==> config.mk <==
export PLATFORM = sky130hd
export DESIGN_NAME = req_arbiter_4
export DESIGN_NICKNAME = d
export VERILOG_FILES = /design/src/rtl/req_arbiter_4.sv
export SDC_FILE = /design/constraint.sdc
export NUM_CORES = 1
export LEC_CHECK = 0
export BUFFER_PORTS_ARGS = -buffer_cell sky130_fd_sc_hd__buf_4
export CAP_MARGIN = 20
export CELL_PAD_IN_SITES_DETAIL_PLACEMENT = 0
export CELL_PAD_IN_SITES_GLOBAL_PLACEMENT = 1
export CORE_MARGIN = 2
export CORE_UTILIZATION = 36
export CTS_CLUSTER_SIZE = 30
export DETAILED_ROUTE_END_ITERATION = 10
export PLACE_DENSITY = 0.83
export SLEW_MARGIN = 20
export SYNTH_ARGS = -nofsm -noshare
export SYNTH_HDL_FRONTEND = slang
export SYNTH_SLANG_ARGS = --single-unit
export TNS_END_PERCENT = 1
==> constraint.sdc <==
create_clock -name clk -period 1.5 [get_ports clk]
set_clock_uncertainty 0.05 [all_clocks]
set_input_delay 0.15 -clock clk [delete_from_list [all_inputs] [get_ports clk]]
set_output_delay 0.15 -clock clk [all_outputs]
set_load 0.01 [all_outputs]
==> src/rtl/req_arbiter_4.sv <==
// Four-requester arbiter: registered one-hot grant, owner release/abort/hold timeout, one dead cycle.
// Define ROUND_ROBIN_EN for rotating priority; otherwise fixed priority 3 > 2 > 1 > 0.
module req_arbiter_4 #(
   parameter int unsigned MAX_HOLD = 16,
   parameter int unsigned CNT_W    = 8
) (
   input  logic       clk,
   input  logic       reset_n,
   input  logic [3:0] req,
   input  logic       done,
   output logic [3:0] gnt,
   output logic [1:0] gnt_id,
   output logic       gnt_valid,
   output logic       timeout
);

   typedef enum logic [1:0] {StIdle, StBusy, StGap} state_e;

   localparam bit HoldEn = (MAX_HOLD != 0);
   // With the timeout disabled the counter simply parks at all-ones.
   localparam logic [CNT_W-1:0] HoldLast = HoldEn ? CNT_W'(MAX_HOLD - 1) : {CNT_W{1'b1}};

   state_e           state_q, state_d;
   logic [3:0]       gnt_q, gnt_d;
   logic [1:0]       gnt_id_q, gnt_id_d;
   logic [CNT_W-1:0] hold_q, hold_d;
   logic             timeout_q, timeout_d;
   logic [1:0]       win_id;

`ifdef ROUND_ROBIN_EN
   logic [1:0] last_id_q, last_id_d;
   logic [1:0] scan_id;

   // Scan lowest priority first so the highest-priority hit is written last.
   always_comb begin
      win_id  = 2'd0;
      scan_id = 2'd0;
      for (int k = 4; k >= 1; k--) begin
         scan_id = last_id_q - 2'(k);
         if (req[scan_id]) begin
            win_id = scan_id;
         end
      end
   end
`else
   always_comb begin
      win_id = 2'd0;
      for (int i = 0; i < 4; i++) begin
         if (req[i]) begin
            win_id = 2'(i);
         end
      end
   end
`endif

   always_comb begin
      state_d   = state_q;
      gnt_d     = gnt_q;
      gnt_id_d  = gnt_id_q;
      hold_d    = hold_q;
      timeout_d = 1'b0;
`ifdef ROUND_ROBIN_EN
      last_id_d = last_id_q;
`endif
      unique case (state_q)
         StIdle, StGap: begin
            if (req != 4'b0000) begin
               state_d  = StBusy;
               gnt_d    = 4'b0001 << win_id;
               gnt_id_d = win_id;
               hold_d   = '0;
`ifdef ROUND_ROBIN_EN
               last_id_d = win_id;
`endif
            end else begin
               state_d  = StIdle;
               gnt_d    = 4'b0000;
               gnt_id_d = 2'b00;
               hold_d   = '0;
            end
         end
         StBusy: begin
            if (!req[gnt_id_q] || done || (HoldEn && (hold_q == HoldLast))) begin
               state_d   = StGap;
               gnt_d     = 4'b0000;
               gnt_id_d  = 2'b00;
               hold_d    = '0;
               // Abort and release take precedence over the hold limit.
               timeout_d = req[gnt_id_q] && !done;
            end else if (hold_q != HoldLast) begin
               hold_d = hold_q + CNT_W'(1);
            end
         end
         default: begin
            state_d  = StIdle;
            gnt_d    = 4'b0000;
            gnt_id_d = 2'b00;
            hold_d   = '0;
         end
      endcase
   end

   always_ff @(posedge clk or negedge reset_n) begin
      if (!reset_n) begin
         state_q   <= StIdle;
         gnt_q     <= 4'b0000;
         gnt_id_q  <= 2'b00;
         hold_q    <= '0;
         timeout_q <= 1'b0;
`ifdef ROUND_ROBIN_EN
         last_id_q <= 2'b00;
`endif
      end else begin
         state_q   <= state_d;
         gnt_q     <= gnt_d;
         gnt_id_q  <= gnt_id_d;
         hold_q    <= hold_d;
         timeout_q <= timeout_d;
`ifdef ROUND_ROBIN_EN
         last_id_q <= last_id_d;
`endif
      end
   end

   assign gnt       = gnt_q;
   assign gnt_id    = gnt_id_q;
   assign gnt_valid = |gnt_q;
   assign timeout   = timeout_q;

   gnt_onehot_a: assert property (@(posedge clk) disable iff (!reset_n) $onehot0(gnt_q));
   gnt_state_a: assert property (@(posedge clk) disable iff (!reset_n)
      (gnt_q != 4'b0000) == (state_q == StBusy));
   timeout_gap_a: assert property (@(posedge clk) disable iff (!reset_n)
      timeout_q |-> (state_q == StGap));

endmodule

==> After elaboration in Yosys (flattened, before gate mapping) <==
Index checks and enable logic that the tools add are counted.
Widths: inputs -> output; s select.
{ "word_totals": {"elab_cells": 42, "ff_bits": 17, "inputBits": 7, "output_inout_bits": 8} }
{ "classes": {"shifts": 1, "n_reduce_logical": 9, "n_eq_ne": 6, "magnitude_cmp": 1, "muxes": 19, "n_addsub": 1} }
{ "ops": {"columns": ["op", "n"], "rows": [
  ["$mux 8", 3],
  ["$mux 2", 5],
  ["$add 8x1->8 const B", 1],
  ["$eq 8x4->1 const B", 1],
  ["$mux 4", 2],
  ["$ne 8x4->1 const B", 1],
  ["$pmux 2 s2", 2],
  ["$pmux 4 s2", 1],
  ["$mux 1", 5],
  ["$reduce_bool 4->1", 1],
  ["$reduce_or 4->1", 1],
  ["$shl 1x2->4 const A", 1],
  ["$lt 2x3->1 const B", 1],
  ["$ne 3x3->1 const B", 1],
  ["$bmux 1 s2", 1],
  ["$eq 2x1->1 const B", 1],
  ["$eq 2x2->1 const B", 1],
  ["$logic_not 1->1", 2],
  ["$logic_not 2->1", 1],
  ["$logic_or 1x1->1", 2],
  ["$ne 2x2->1 const B", 1],
  ["$reduce_or 2->1", 1],
  ["$logic_and 1x1->1", 1]
]} }

==> Longest topological paths before layout <==
Gate-level depths: netlist of the first run.
{ "depth": {"word_depth": 7, "depth_mapped": 4, "depth_no_buf": 4} }

==> Worst setup path before layout of the first run <==
OpenSTA, ideal clock, no wires.
{ "synth_path": {"path_type": "register to register", "from": "register hold_q[5]", "to": "register gnt_q[1], in the netlist gnt[1]", "path_stages_with_launch": 4, "t_arrival_ns": 1.421, "setup_time_ns": 0.121, "period_less_slack_ns": 1.592, "n_path_buf": 0, "t_required_ns": 1.329, "path_slack_ns": -0.092, "cell_sequence": "dfrtp_1 or4_4 o211a_4 a22o_1"} }
{ "synth_via": {"elab_chain_cells": 3} }
{ "synth_lines": {"columns": ["element", "line", "source"], "rows": [
  ["start: declaration", "26", "logic [CNT_W-1:0] hold_q, hold_d;"],
  ["start signal: assignment", "117", "hold_q <= hold_d;"],
  ["$eq 8x4->1", "83", "if (!req[gnt_id_q] || done || (HoldEn && (hold_q == HoldLast))) begin"],
  ["$logic_or 1x1->1", "83", null],
  ["$ne 2x2->1 (no source line)", null, null],
  ["end signal: assignment", "115", "gnt_q <= gnt_d;"],
  ["end: declaration", "24", "logic [3:0] gnt_q, gnt_d;"]
]} }
Every way passes these cells.
A chain may end at the register's enable or synchronous reset.

==> Worst setup path after layout of the first run <==
{ "layout_path": {"from": "register hold_q[5]", "to": "register gnt_q[2], in the netlist gnt[2]"} }
Same word-level chain as after synthesis.

==> metrics.md, run 1 <==
| Metric | Value |
|---|---|
| Starting Density | 39.06% |
| Max Slew Vio Count | 0 |
| Die Wd | 50.61 um |
| Crit Path Category | reg -> reg |
| Worst-Skew Late Latency | 0.29 ns |
| Failing checks | setup timing |
| Worst-Margin Slew | 0.4004 ns |
| Final nets | 110 |
| Final HPWL DP | 1296 um |
| Critical R2R Launch | hold_q[5]$_DFFE_PN0P_ |
| Slowest stage delay, CP | 0.56 ns |
| FF+latch count, synth | 17 |
| Worst path required time | 1.64 ns |
| Relative slew slack | 73.19% |
| Initial antenna violation count | 0 |
| Crit path max fanout | 6 |
| Total CTS buffers | 3 |
| Register area share after synthesis | 54.40% |
| Crit. Startpoint | hold_q[5]$_DFFE_PN0P_ |
| Area contributors post-synth | dfrtp_1 (54%), a21oi_1 (3.8%), a22o_1 (3.4%) |
| Final critical-path setup slack | -0.1163 ns |
| Clock network fraction of total power | 18.5% |
| Synth area leader | dfrtp_1 |
| Initial DRC Count | 13 |
| Non-filler cells in the finished layout | 128 |
| Power Internal | 899.9 uW |
| Vias post-DR | 690 |
| Reg-to-reg critical path endpoint | gnt[2]$_DFFE_PN0P_ |
| Critical path arrival | 1.76 ns |
| CP delay by family, top | simple AND/OR/NAND/NOR gates |
| Net Sw Frac | 33.39% |
| FF-to-FF path depth | 3 |
| DRC viols | 0 |
| Antenna cells | 0 |
| Gr ovfl total | 0 |
| R2r setup slk | -0.12 ns |
| Routability Congestion | 0.7591 |
| Sw power | 451.1 uW |
| Mapped Area | 782.0 sq um |
| Max VDD drop | 0.6908 mV |
| CP cell instances | or4_4 > o211a_4 > a22o_1 |
| Area growth syn-to-layout | 39.04% |
| Synth cell types | 27 |
| Levels on crit path | 3 |
| Pre-Repair DR Iteration Count | 4 |
| Die H | 50.61 um |
| Drt total wl | 1856 um |
| Min cycle time layout | 1.616 ns |
| Via-to-Cell Ratio | 5.391 |
| Sequential Power Share | 44.2% |
| Syn avg cell area | 11.17 sq um |
| Global-route wire length before repair | 3243 um |
| CTS root buf | clkbuf_4 |
| Hold Path Class | in -> reg |
| Critical path launch point type | register |
| Syn nets | 78 |
| DR WL/cell | 14.50 um |
| # setup viols final | 14 |
| I/O pin count | 15 |
| Crit share post-route | 107.8% |
| Port buffer count | 14 |
| Yosys top cell area share | 54.40% |
| Final core occ | 54.31% |
| Yosys warns | 0 |
| Die Area | 0.002561 sq mm |
| Pre-CTS setup slack | -0.1069 ns |
| Count of final hold-check violations | 0 |
| Pin count of the biggest net entering global routing | 18 |
| CTS tree | built |
| Logic pwr share | 37.3% |
| Critical path's slowest cell | or4_4 |
| Clock transition at path regs | 0.10 ns |
| Worst setup endpoint | gnt[2]$_DFFE_PN0P_ |
| Status | finished, violations left |
| Pwr/cell area | 1243 mW/mm^2 |
| # clock sinks | 17 |
| Buffers & Inverters on Critical Path | 0 |
| Layout cells sized above 1 | 41.58% |
| Core box area | 0.002002 sq mm |
| Rows | 16 |
| Vias in the first global route | 702 |
| Fmax | 0.6187 GHz |
| Max Cap Viol | 0 |
| Inst Count DP | 122 |
| Post-Syn Instances | 70 |
| DRT antenna net count | 0 |
| Worst setup EP type | register |
| GRT Total Usage | 17.44% |
| Static leakage | 0.4846 nW |
| Max clock buf depth | 2 |
| CTS H-tree lvls | 1 |
| RSZ-0062 raised after global routing | yes |
[area by class of cell]
| type | count | area, sq um |
|---|---|---|
| tap | 27 | 33.78 |
| clock buffer | 4 | 26.28 |
| sequential | 17 | 425.4 |
| multi-input combinational | 49 | 381.6 |
| timing repair buffer | 27 | 205.2 |
| inverter | 4 | 15.01 |
| fill | 167 | 914.6 |
[worst min-delay path by stage]
| stage | startpoint | to | slack (ns) | cells past startpoint |
|---|---|---|---|---|
| 2_1_floorplan | reset_n | gnt[0]$_DFFE_PN0P_ | -0.20 | 0 |
| 3_3_place_gp | reset_n | gnt_id[0]$_DFFE_PN0P_ | -0.03 | 1 |
| 3_5_place_dp | reset_n | gnt_id[0]$_DFFE_PN0P_ | -0.02 | 1 |
| 4_1_cts | req[1] | gnt[1]$_DFFE_PN0P_ | 0.07 | 2 |
| 5_1_grt | req[1] | gnt[1]$_DFFE_PN0P_ | 0.07 | 2 |
| 6_report | req[0] | gnt[0]$_DFFE_PN0P_ | 0.07 | 2 |
[power by group through the flow]
| stage | Clock, mW | Combinational, mW | Sequential (mW) |
|---|---|---|---|
| 2_1_floorplan | 0 | 0.193 | 0.636 |
| 3_3_place_gp | 0 | 0.463 | 0.601 |
| 3_5_place_dp | 0 | 0.469 | 0.604 |
| 4_1_cts | 0.258 | 0.490 | 0.595 |
| 5_1_grt | 0.283 | 0.551 | 0.612 |
| 6_report | 0.250 | 0.504 | 0.598 |
[worst reg2reg max path, cell delays in order, from the launching register on]
cell and delay, ns:
dfrtp_1 0.39, or4_4 0.56, o211a_4 0.28, a22o_1 0.23
[what timing repair did]
item                       in CTS  in global routing
gates cloned                    0                  0
pin swaps                       2                  6
hold buffers                    1                  0
setup endpoints to repair      14                 16
buffers inserted                0                  1
gates resized for setup         3                  7
hold endpoints to repair       17                  0
[synth_stat cells]
cell type  count
dfrtp_1       17
a21oi_1        6
nor2_1         5
inv_1          4
o21ai_0        4
a22o_1         3
nand2_1        3
nand3_1        3
nor3_1         3
or3_1          3
o211ai_1       2
xnor2_1        2
a32o_1         1
and2_1         1
ha_1           1
mux2_2         1
mux4_2         1
nand4_1        1
nor3b_2        1
nor4_1         1
o2111ai_1      1
o211a_4        1
o21a_1         1
o21ai_1        1
or4_1          1
or4_4          1
xor2_1         1
[sequential cells by signal, indices dropped and copies added, names as in the netlist]
name / flops
gnt: 4
gnt_id: 2
hold_q: 8
state_q: 2
timeout: 1
[per-layer routing]
| metal | up-vias | global-route usage [%] | share of wire, % |
|---|---|---|---|
| li1 | 325 | - | - |
| met1 | 349 | 22.96 | 46 |
| met2 | 11 | 26.75 | 49 |
| met3 | 5 | 3.571 | 2.5 |
| met4 | 0 | 9.459 | 2.6 |
| met5 | - | 0 | 0 |
[per-stage QoR]
stage          hold WS (ns)  setup TNS, ns  instance area [sq um]  total power [mW]
2_1_floorplan       -0.1956        -0.3022                  782.0            0.8291
3_3_place_gp       -0.02511        -0.3758                   1003             1.064
3_5_place_dp       -0.02186        -0.6616                   1003             1.073
4_1_cts             0.06863        -0.8572                   1050             1.343
5_1_grt             0.06556         -1.806                   1087             1.446
6_report            0.07432        -0.8886                   1087             1.351
[logic make-up after synthesis]
family,count (synthesis),share of synthesized area (%)
xor+xnor,3,3.361
flops,17,54.40
buf+inv,4,1.919
compound gates,20,17.92
mux,2,4.320
simple gates,23,16.48
fa+ha+maj,1,1.600
[cells in the final DEF (no fill, tap or decap), drive strengths merged]
master / count
buf: 26
dfrtp: 17
a21oi: 6
nor2: 5
o21ai: 5
inv: 4
clkbuf: 4
nand2: 3
a22o: 3
or3: 3
nor3: 3
nand3: 3
o211ai: 2
xnor2: 2
or4: 2
mux4: 1
nor3b: 1
o211a: 1
and2: 1
a32o: 1
mux2: 1
o2111ai: 1
nor4: 1
o21a: 1
nand4: 1
xor2: 1
ha: 1
dlygate4sd3: 1
Power figures use the tool's default switching activity.
==> run 2: changes to the inputs <==
CORE_UTILIZATION = 40   (was 36)
PLACE_DENSITY = 0.86   (was 0.83)
clock period = 1.6 ns   (was 1.5 ns; I/O delays follow)
==> metrics.md, run 2 (same netlist as run 1, synthesis figures left out) <==
| Metric | Value |
|---|---|
| Dpl cell area | 993.5 sq um (was 0.001003 sq mm) |
| Initial DRC Count | 6 (was 13) |
| Starting Density | 43.86% (was 39.06%) |
| RSZ-0062 raised after global routing | yes (unchanged) |
| I/O pin count | 15 (unchanged) |
| Die Area | 0.002325 sq mm (was 0.002561 sq mm) |
| Critical path launch point type | register (unchanged) |
| Worst-Margin Slew | 0.3613 ns (was 0.4004 ns) |
| Worst hold margin | 0.07216 ns (was 0.07432 ns) |
| Clock transition at path regs | 0.10 ns (about the same) |
| # setup viols final | 0 (was 14) |
| GRT Total Usage | 16.86% (was 17.44%) |
| Worst path required time | 1.39 ns (was 1.64 ns) |
| DR WL/cell | 12.55 um (was 14.50 um) |
| Crit path max fanout | 3 (was 6) |
| Vias post-DR | 625 (was 690) |
| Post-route cell area | 0.001059 sq mm (was 0.001087 sq mm) |
| Total CTS buffers | 3 (unchanged) |
| Max VDD drop | 0.7626 mV (was 0.6908 mV) |
| Crit Path Category | reg -> out (was reg -> reg) |
| Max Slew Vio Count | 0 (unchanged) |
| Commonest non-fill, non-tap cell in the layout | buf_4 (unchanged) |
| DRT antenna net count | 0 (unchanged) |
| Net Sw Frac | 31.64% (was 33.39%) |
| Global-route wire length before repair | 2601 um (was 3243 um) |
| Total negative slack | 0 ns (was -0.8886 ns) |
| Relative slew slack | 75.81% (was 73.19%) |
| Area growth syn-to-layout | 35.36% (was 39.04%) |
| Initial antenna violation count | 0 (unchanged) |
| Drt total wl | 1581 um (was 1856 um) |
| Pre-Repair DR Iteration Count | 3 (was 4) |
| Crit share post-route | 99.83% |
| Clock network fraction of total power | 18.4% (was 18.5%) |
| CTS H-tree lvls | 1 (unchanged) |
| Gr ovfl total | 0 (unchanged) |
| Commonest non-fill, non-tap cells in the layout | buf_4 (25), dfrtp_1 (17), a21oi_1 (6) (was buf_4 (26), dfrtp_1 (17), nor2_1 (5)) |
| Fmax | 0.6260 GHz |
| Sequential Area | 425.4 sq um (unchanged) |
| Die H | 48.22 um (was 50.61 um) |
| Sw power | 392.5 uW (was 451.1 uW) |
| # clock sinks | 17 (unchanged) |
| Max Cap Viol | 0 (unchanged) |
| Final nets | 110 (unchanged) |
| Filler cell count | 165 (was 167) |
| Sequential Power Share | 44.9% (was 44.2%) |
| Worst setup EP type | primary output (was register) |
| Slowest stage delay, CP | 0.54 ns (was 0.56 ns) |
| Die Wd | 48.22 um (was 50.61 um) |
| Critical path's slowest cell | or4_4 (unchanged) |
| Multi-input logic area | 350.3 sq um (was 381.6 sq um) |
| Vias in the first global route | 560 (was 702) |
| Worst-Skew Late Latency | 0.29 ns (about the same) |
| Antenna cells | 0 (unchanged) |
| Logic pwr share | 36.7% (was 37.3%) |
| Port buffer count | 14 (unchanged) |
| Core box area | 0.001783 sq mm (was 0.002002 sq mm) |
| Min cycle time layout | 1.597 ns |
| R2r setup slk | 0.03 ns (was -0.12 ns) |
| Via-to-Cell Ratio | 4.960 (was 5.391) |
| Top reg by flops | hold_q (unchanged) |
| Max clock buf depth | 2 (unchanged) |
| Rows | 15 (was 16) |
| Pwr/cell area | 1172 mW/mm^2 (was 1243 mW/mm^2) |
| Pin count of the biggest net entering global routing | 18 (unchanged) |
| CP cell instances | or4_4 > buf_6 (was or4_4 > o211a_4 > a22o_1) |
| Static leakage | 0.4876 nW (was 0.4846 nW) |
| Hold Path Class | in -> reg (unchanged) |
| CTS tree | built (unchanged) |
| Status | completed (was finished, violations left) |
| CTS root buf | clkbuf_4 (unchanged) |
| Flip-flop count of the largest register after layout | 8 (unchanged) |
| Routability Congestion | 0.8007 (was 0.7591) |
| Power Internal | 848.1 uW (was 899.9 uW) |
| Final HPWL DP | 1178 um (was 1296 um) |
| Count of final hold-check violations | 0 (unchanged) |
| DRC viols | 0 (unchanged) |
| Layout cells sized above 1 | 36.63% (was 41.58%) |
| Critical path arrival | 1.39 ns (was 1.76 ns) |
[run 2: cell count changes in the layout (fill, tap and decap cells not counted), sizes merged]
cell,delta
clkinv,+1
clkbuf,-1
[run 2: worst paths after layout]
path,depth (start not counted),startpoint,endpoint
max,2,gnt[2]$_DFFE_PN0P_,gnt_valid
min,2,req[1],gnt[1]$_DFFE_PN0P_
max reg2reg,3,hold_q[5]$_DFFE_PN0P_,gnt[1]$_DFFE_PN0P_
min reg2reg,1,state_q[1]$_DFFE_PN0P_,state_q[1]$_DFFE_PN0P_
max in group asynchronous,2,reset_n,gnt_id[1]$_DFFE_PN0P_
min in group asynchronous,2,reset_n,hold_q[0]$_DFFE_PN0P_
[run 2: worst max-delay path: cells and delay by family (launching register included)]
kind	cells	cell delay, ns
buffers and inverters	1	0.14
DFF	1	0.41
and+or+nand+nor	1	0.54
[run 2: cell type report]
type                       instances  area share [%]
timing repair buffer              27           19.74
inverter                           4           1.418
multi-input combinational         49           33.10
sequential                        17           40.19
clock inverter                     1          0.4728
tap                               25           2.955
clock buffer                       3           2.128
[run 2: routing by layer]
metal / global-route usage (%) / vias up / share of wire [%]
met1: 22.79 / 288 / 47
met2: 25.53 / 13 / 47
met5: 0 / - / 0
li1: - / 322 / -
met4: 6.486 / 0 / 1.5
met3: 4.815 / 2 / 4.1
[run 2: timing repair]
item | in CTS | in global routing
hold endpoints to repair | 17 | 0
resized for setup | 0 | 3
setup buffers | 1 | 1
endpoints found under the setup margin | 1 | 7
hold buffers | 1 | 0
gates cloned | 0 | 0
pin swaps | 0 | 3
[run 2: power by group through the flow]
stage | registers (mW) | logic, mW | clock network [mW]
6_report | 0.557 | 0.455 | 0.228
3_3_place_gp | 0.563 | 0.426 | 0
5_1_grt | 0.572 | 0.504 | 0.265
3_5_place_dp | 0.565 | 0.431 | 0
2_1_floorplan | 0.596 | 0.181 | 0
4_1_cts | 0.558 | 0.437 | 0.236
[run 2: stage by stage]
stage	cells	total power, mW	worst slack (ns)	utilization, %
6_report	126	1.241	0.002662	59.37
5_1_grt	126	1.341	-0.04956	59.37
4_1_cts	125	1.231	0.007614	58.25
3_5_place_dp	119	0.9964	0.01911	55.72
3_3_place_gp	119	0.9889	0.04060	55.72
2_1_floorplan	70	0.7773	0.008439	-
